**config.mk**
```make
export PLATFORM = sky130hd
export DESIGN_NAME = vc_input_buffer_flat
export DESIGN_NICKNAME = d
export VERILOG_FILES = /design/src/rtl/vc_input_buffer_pkg.sv /design/src/rtl/vc_input_buffer_if.sv /design/src/rtl/vc_input_buffer_fifo.sv /design/src/rtl/vc_input_buffer.sv /design/src/flat_wrapper.sv
export SDC_FILE = /design/constraint.sdc
export NUM_CORES = 1
export LEC_CHECK = 0
export ABC_AREA = 1
export BUFFER_PORTS_ARGS = -buffer_cell sky130_fd_sc_hd__buf_2
export CELL_PAD_IN_SITES_DETAIL_PLACEMENT = 0
export CELL_PAD_IN_SITES_GLOBAL_PLACEMENT = 1
export CORE_UTILIZATION = 40
export DETAILED_ROUTE_END_ITERATION = 7
export PLACE_DENSITY_LB_ADDON = 0.2
export RECOVER_POWER = 25
export SYNTH_ARGS = -nofsm -noshare
export SYNTH_HDL_FRONTEND = slang
export SYNTH_HIERARCHICAL = 1
export SYNTH_SLANG_ARGS = --single-unit
```
**constraint.sdc**
```tcl
create_clock -name clk -period 2.9 [get_ports clk]
set_clock_uncertainty 0.15 [all_clocks]
set_input_delay 0.145 -clock clk [delete_from_list [all_inputs] [get_ports clk]]
set_output_delay 0.145 -clock clk [all_outputs]
set_load 0.02 [all_outputs]
```
**src/rtl/vc_input_buffer_pkg.sv**
```systemverilog
// rtl/vc_input_buffer_pkg.sv - shared flit types and defaults for the VC input buffer
package vc_input_buffer_pkg;

  localparam int NUM_VCS = 2;
  // One spare VC bit so out-of-range VC ids on the link remain representable.
  localparam int VC_W    = 2;
  localparam int DATA_W  = 16;

  typedef logic [VC_W-1:0] vc_id_t;

  typedef struct packed {
    vc_id_t              vc;
    logic [DATA_W-1:0]   data;
  } flit_t;

endpackage

```
**src/rtl/vc_input_buffer_if.sv**
```systemverilog
// rtl/vc_input_buffer_if.sv - link/switch-facing bundle of the VC input buffer
import vc_input_buffer_pkg::*;

interface vc_input_buffer_if #(
  parameter int N = NUM_VCS
);

  flit_t          flit_in;
  logic           data_ready_in;
  logic [N-1:0]   pop;
  flit_t          head_flit [N];
  logic [N-1:0]   head_valid;
  logic [N-1:0]   buffer_available;
  logic [N-1:0]   credit_granted;
  logic           overflow_err;
  logic           underflow_err;

  modport master (
    output flit_in, data_ready_in, pop,
    input  head_flit, head_valid, buffer_available, credit_granted,
    input  overflow_err, underflow_err
  );

  modport slave (
    input  flit_in, data_ready_in, pop,
    output head_flit, head_valid, buffer_available, credit_granted,
    output overflow_err, underflow_err
  );

endinterface

```
**src/rtl/vc_input_buffer_fifo.sv**
```systemverilog
// rtl/vc_input_buffer_fifo.sv - single-VC synchronous flit FIFO
import vc_input_buffer_pkg::*;

module vc_fifo #(
  parameter int DEPTH = 8
) (
  input  logic                     clk,
  input  logic                     n_rst,
  input  logic                     push,
  input  logic                     pop,
  input  flit_t                    din,
  output flit_t                    head,
  output logic                     empty,
  output logic [$clog2(DEPTH):0]   count,
  output logic                     push_drop,
  output logic                     pop_err,
  output logic                     pop_ok
);

  localparam int PW = $clog2(DEPTH);
  localparam int CW = PW + 1;

  flit_t           mem [DEPTH];
  logic [PW-1:0]   wr_ptr;
  logic [PW-1:0]   rd_ptr;
  logic            full;
  logic            push_ok;

  assign empty     = (count == '0);
  assign full      = (count == CW'(DEPTH));
  assign pop_ok    = pop && !empty;
  // A full FIFO still accepts a push when the head leaves in the same cycle.
  assign push_ok   = push && (!full || pop_ok);
  assign push_drop = push && !push_ok;
  assign pop_err   = pop && empty;
  assign head      = mem[rd_ptr];

  always_ff @(posedge clk) begin
    if (!n_rst) begin
      wr_ptr <= '0;
      rd_ptr <= '0;
      count  <= '0;
    end else begin
      if (push_ok) wr_ptr <= wr_ptr + 1'b1;
      if (pop_ok)  rd_ptr <= rd_ptr + 1'b1;
      count <= count + CW'(push_ok) - CW'(pop_ok);
    end
  end

  always_ff @(posedge clk) begin
    if (push_ok) mem[wr_ptr] <= din;
  end

endmodule

```
**src/rtl/vc_input_buffer.sv**
```systemverilog
// rtl/vc_input_buffer.sv - per-port ingress buffer: VC demux, per-VC FIFOs, credit return
import vc_input_buffer_pkg::*;

module vc_input_buffer #(
  parameter int NUM_VCS = vc_input_buffer_pkg::NUM_VCS,
  parameter int DEPTH   = 8
) (
  input  logic               clk,
  input  logic               n_rst,
  vc_input_buffer_if.slave   bus
);

  localparam int CW = $clog2(DEPTH) + 1;

  logic [NUM_VCS-1:0]  push;
  logic [NUM_VCS-1:0]  empty;
  logic [NUM_VCS-1:0]  push_drop;
  logic [NUM_VCS-1:0]  pop_err;
  logic [NUM_VCS-1:0]  pop_ok;
  logic [CW-1:0]       count [NUM_VCS];
  logic                bad_vc;

  assign bad_vc = bus.data_ready_in && (int'(bus.flit_in.vc) >= NUM_VCS);

  for (genvar v = 0; v < NUM_VCS; v++) begin : g_vc
    assign push[v] = bus.data_ready_in && (int'(bus.flit_in.vc) == v);

    vc_fifo #(.DEPTH(DEPTH)) u_fifo (
      .clk       (clk),
      .n_rst     (n_rst),
      .push      (push[v]),
      .pop       (bus.pop[v]),
      .din       (bus.flit_in),
      .head      (bus.head_flit[v]),
      .empty     (empty[v]),
      .count     (count[v]),
      .push_drop (push_drop[v]),
      .pop_err   (pop_err[v]),
      .pop_ok    (pop_ok[v])
    );

    assign bus.buffer_available[v] = (count[v] != CW'(DEPTH));
  end

  assign bus.head_valid = ~empty;

  // Credits mirror accepted pops one cycle later; reset never emits a credit.
  always_ff @(posedge clk) begin
    if (!n_rst) begin
      bus.credit_granted <= '0;
      bus.overflow_err   <= 1'b0;
      bus.underflow_err  <= 1'b0;
    end else begin
      bus.credit_granted <= pop_ok;
      bus.overflow_err   <= bus.overflow_err | (|push_drop) | bad_vc;
      bus.underflow_err  <= bus.underflow_err | (|pop_err);
    end
  end

endmodule
```
**src/flat_wrapper.sv**
```systemverilog
// flat-port wrapper written by rule: the top's interface ports become plain ports
module vc_input_buffer_flat 
#(
  parameter int NUM_VCS = vc_input_buffer_pkg::NUM_VCS,
  parameter int DEPTH   = 8
)
  (clk, n_rst, bus_flit_in, bus_data_ready_in, bus_pop, bus_head_flit, bus_head_valid, bus_buffer_available, bus_credit_granted, bus_overflow_err, bus_underflow_err);
  vc_input_buffer_if bus_i ();
  input  logic clk;
  input  logic n_rst;
  input wire logic [$bits(bus_i.flit_in)-1:0] bus_flit_in;
  input wire logic [$bits(bus_i.data_ready_in)-1:0] bus_data_ready_in;
  input wire logic [$bits(bus_i.pop)-1:0] bus_pop;
  output wire logic [$bits(bus_i.head_flit)-1:0] bus_head_flit;
  output wire logic [$bits(bus_i.head_valid)-1:0] bus_head_valid;
  output wire logic [$bits(bus_i.buffer_available)-1:0] bus_buffer_available;
  output wire logic [$bits(bus_i.credit_granted)-1:0] bus_credit_granted;
  output wire logic [$bits(bus_i.overflow_err)-1:0] bus_overflow_err;
  output wire logic [$bits(bus_i.underflow_err)-1:0] bus_underflow_err;
  assign bus_i.flit_in = bus_flit_in;
  assign bus_i.data_ready_in = bus_data_ready_in;
  assign bus_i.pop = bus_pop;
  assign bus_head_flit = {>>{bus_i.head_flit}};
  assign bus_head_valid = bus_i.head_valid;
  assign bus_buffer_available = bus_i.buffer_available;
  assign bus_credit_granted = bus_i.credit_granted;
  assign bus_overflow_err = bus_i.overflow_err;
  assign bus_underflow_err = bus_i.underflow_err;
  vc_input_buffer #(.NUM_VCS(NUM_VCS), .DEPTH(DEPTH)) u_core (.clk(clk), .n_rst(n_rst), .bus(bus_i));
endmodule
```
==> impl_metrics.ini <==
[yosys]
post_synth.cell_area_avg_um2 = 11.8
synthTopCellsByCount = edfxtp_1 (288), nor2_1 (253), nand2_1 (142)
yosys.area.top_type = edfxtp_1
yosysMostFrequentCell = edfxtp_1
synth_fp_nets = 1145
ys_types = 30
async_flop_share_pct = 0
yosysWarnings = 6
synth_edf_count = 288
syn_area_um2 = 13000
synth_area_leaders = edfxtp_1 (66%), nor2_1 (7.3%), o21ai_1 (5.2%)
synth_top_cell_area_share_pct = 66.4
ys_ff_latch = 318
ys.flop_type = edfxtp_1
syn_inst = 1106
yosysSeqAreaShare_pct = 71.0

[setup_path]
cp_max_fo = 72
crit_required_ns = 2.61
crit_slowest_cell = inv_4
slowest_delay_ns = 0.63
arrival_ns = 2.27
start_kind = register
endpoint_kind = output pin
path_class = reg -> out
crit_chain = inv_4 -> o21ai_1 -> o21ai_1 -> nand2_1 -> nand2_1 -> buf_2

[timing]
slew_headroom_pct = 47.1
fin_setup_tns_ns = 0
finalHoldViolCount = 0
holdWs_ns = 0.283
worstMarginPinSlew_ns = 0.789
setup_viol = 0
slew_violations = 0
fin_crit_ns = 2.56
max_freq_mhz = 390
finalCritPeriodShare_pct = 88.3
rsz0062_at_grt = false

[pwr]
leakage_nw = 5.39
internal-power_w = 0.00864
irDropWorstVdd_mv = 0.647
combPwrFrac_pct = 25.8
switchingPower_w = 0.00405
seqPwrFrac_pct = 42.5
p_sw_share_pct = 31.9
powerDensity_nw_per_um2 = 842
p_clk_share_pct = 31.7

[finish]
diodes = 0
post-route-util_pct = 47.4
design_area_um2 = 15100
final_layout_size_suffix_gt1_share_pct = 12.9
synthToLayoutAreaGrowth_pct = 15.7
final_nets = 1245

[routing]
drc = 0
wl_per_cell_um = 16.6
final_antenna_net_count = 0
drt_first_pass_iters = 4
routed_wl_um = 27500
via_count = 8090
routed_via_density = 4.86
drtIter0Drc = 585

[clock_tree]
clockRootBuffer = clkbuf_16
cts_setup_buffers = 0
cts_buffers = 34
clock_path_buffers = 3
clk_pin_slew_ns = 0.06
htreeDepth = 2
cts.sink_count = 318
cts_tree = done
clk_latency_ns = 0.50

[job]
drv_cap = 0

[grt]
first_global_vias = 7829
track_usage_pct = 16.7
grt_busiest_layer = met2
met2_usage_pct = 28.6
grt_start_max_net_pins = 73
gr-usage-met3_pct = 2.77
grt_overflow_total = 0
antenna_found_initial = 0
met1_usage_pct = 21.9
grt_pass1_wl_um = 42800

[floorplanning]
die_w_um = 182
row_count = 65
core_area_um2 = 31800
die-area_um2 = 33300
dieHeight_um = 182
io_pins = 67
start_util_pct = 41.0

[placement]
dpl-instance-area_um2 = 13800
port_buffers = 66
dp_hpwl_um = 15300
gp_routability_congestion = 0.709

[outcome]
status = finished clean

[hold_path]
min_path_type = in -> reg
-- final cells by class --
class	instances	area (um2)
clock inverter	14	119
sequential	318	9250
clock buffer	44	910
tap	435	544
multi-input combinational	685	3240
inverter	48	188
fill	2876	16700
timing repair buffer	119	820
-- final timing paths --
path,startpoint,end,slack [ns],cells after the start
min,bus_flit_in[16],u_core/g_vc[0].u_fifo/wr_ptr[1],0.28,5
max reg2reg,u_core/g_vc[0].u_fifo/count[2],u_core/g_vc[0].u_fifo/count[2],0.65,12
max,register,bus_head_flit[22],0.34,6
min reg2reg,u_core/g_vc[0].u_fifo/rd_ptr[0],register,0.34,2
-- stage by stage --
step / std cells / worst slack [ns] / total power [W]
global placement: 1581 / 0.696 / 0.00877
finish: 1663 / 0.339 / 0.0127
detailed placement: 1581 / 0.660 / 0.00878
global route: 1663 / 0.143 / 0.0134
CTS: 1663 / 0.267 / 0.0129
floorplan: 1106 / 0.142 / 0.00793
-- sequential cells by signal (all words and copies together), names as in the netlist, named ones only --
signal	cells
u_core/g_vc.u_fifo/mem	288
u_core/bus.underflow_err	1
u_core/g_vc.u_fifo/wr_ptr	6
u_core/g_vc.u_fifo/count	8
u_core/bus.overflow_err	1
u_core/g_vc.u_fifo/rd_ptr	6
u_core/bus.credit_granted	2
-- cell families after synthesis --
family                   share of synthesized area, %
AND/OR/NAND/NOR                                  13.5
flip-flops                                       71.0
AO/OA/AOI/OAI                                    9.12
buffers and inverters                            4.61
adder cells (fa/ha/maj)                          1.65
XOR/XNOR                                        0.134
-- layout by cell type (no fill, tap or decap), drive strengths merged --
cell type    Yosys  layout
clkbuf           0      57
nand3b           2       2
clkinvlp         0       1
edfxtp         288     288
clkinv           2      12
inv             46      47
nand3            8       8
ha              14      14
nand2          151     151
a21oi           14      14
xor2             2       2
nor3            11      11
bufinv           0       2
nor2           255     255
o21a             1       1
o21ai          222     222
dfxtp           30      30
nor3b            3       3
buf             55      82
fa               2       2
dlygate4sd3      0      24
-- repair_timing --
item,CTS,global route
gates resized for setup,0,0
hold buffers,24,0
endpoints found under the hold margin,300,0
-- power by group through the flow --
| stage | registers [W] | logic, W | clock network, W |
|---|---|---|---|
| floorplan | 0.00534 | 0.00259 | 0 |
| global placement | 0.00548 | 0.00329 | 0 |
| detailed placement | 0.00549 | 0.00329 | 0 |
| CTS | 0.00539 | 0.00334 | 0.00413 |
| global route | 0.00542 | 0.00371 | 0.00432 |
| finish | 0.00539 | 0.00327 | 0.00403 |
-- worst max-delay path, delay by kind of cell (launching register included) --
family	cells	cell delay, ns
buffers and inverters	2	0.80
flip-flops	1	0.46
AO/OA/AOI/OAI	2	0.27
AND/OR/NAND/NOR	2	0.18
-- per-layer routing --
layer,up-vias,part of all wire [%]
li1,4024,-
met1,3892,46
met2,135,49
met3,39,3.9
met4,0,1.8
met5,-,0
No activity file was read; power rests on OpenSTA's default activity.
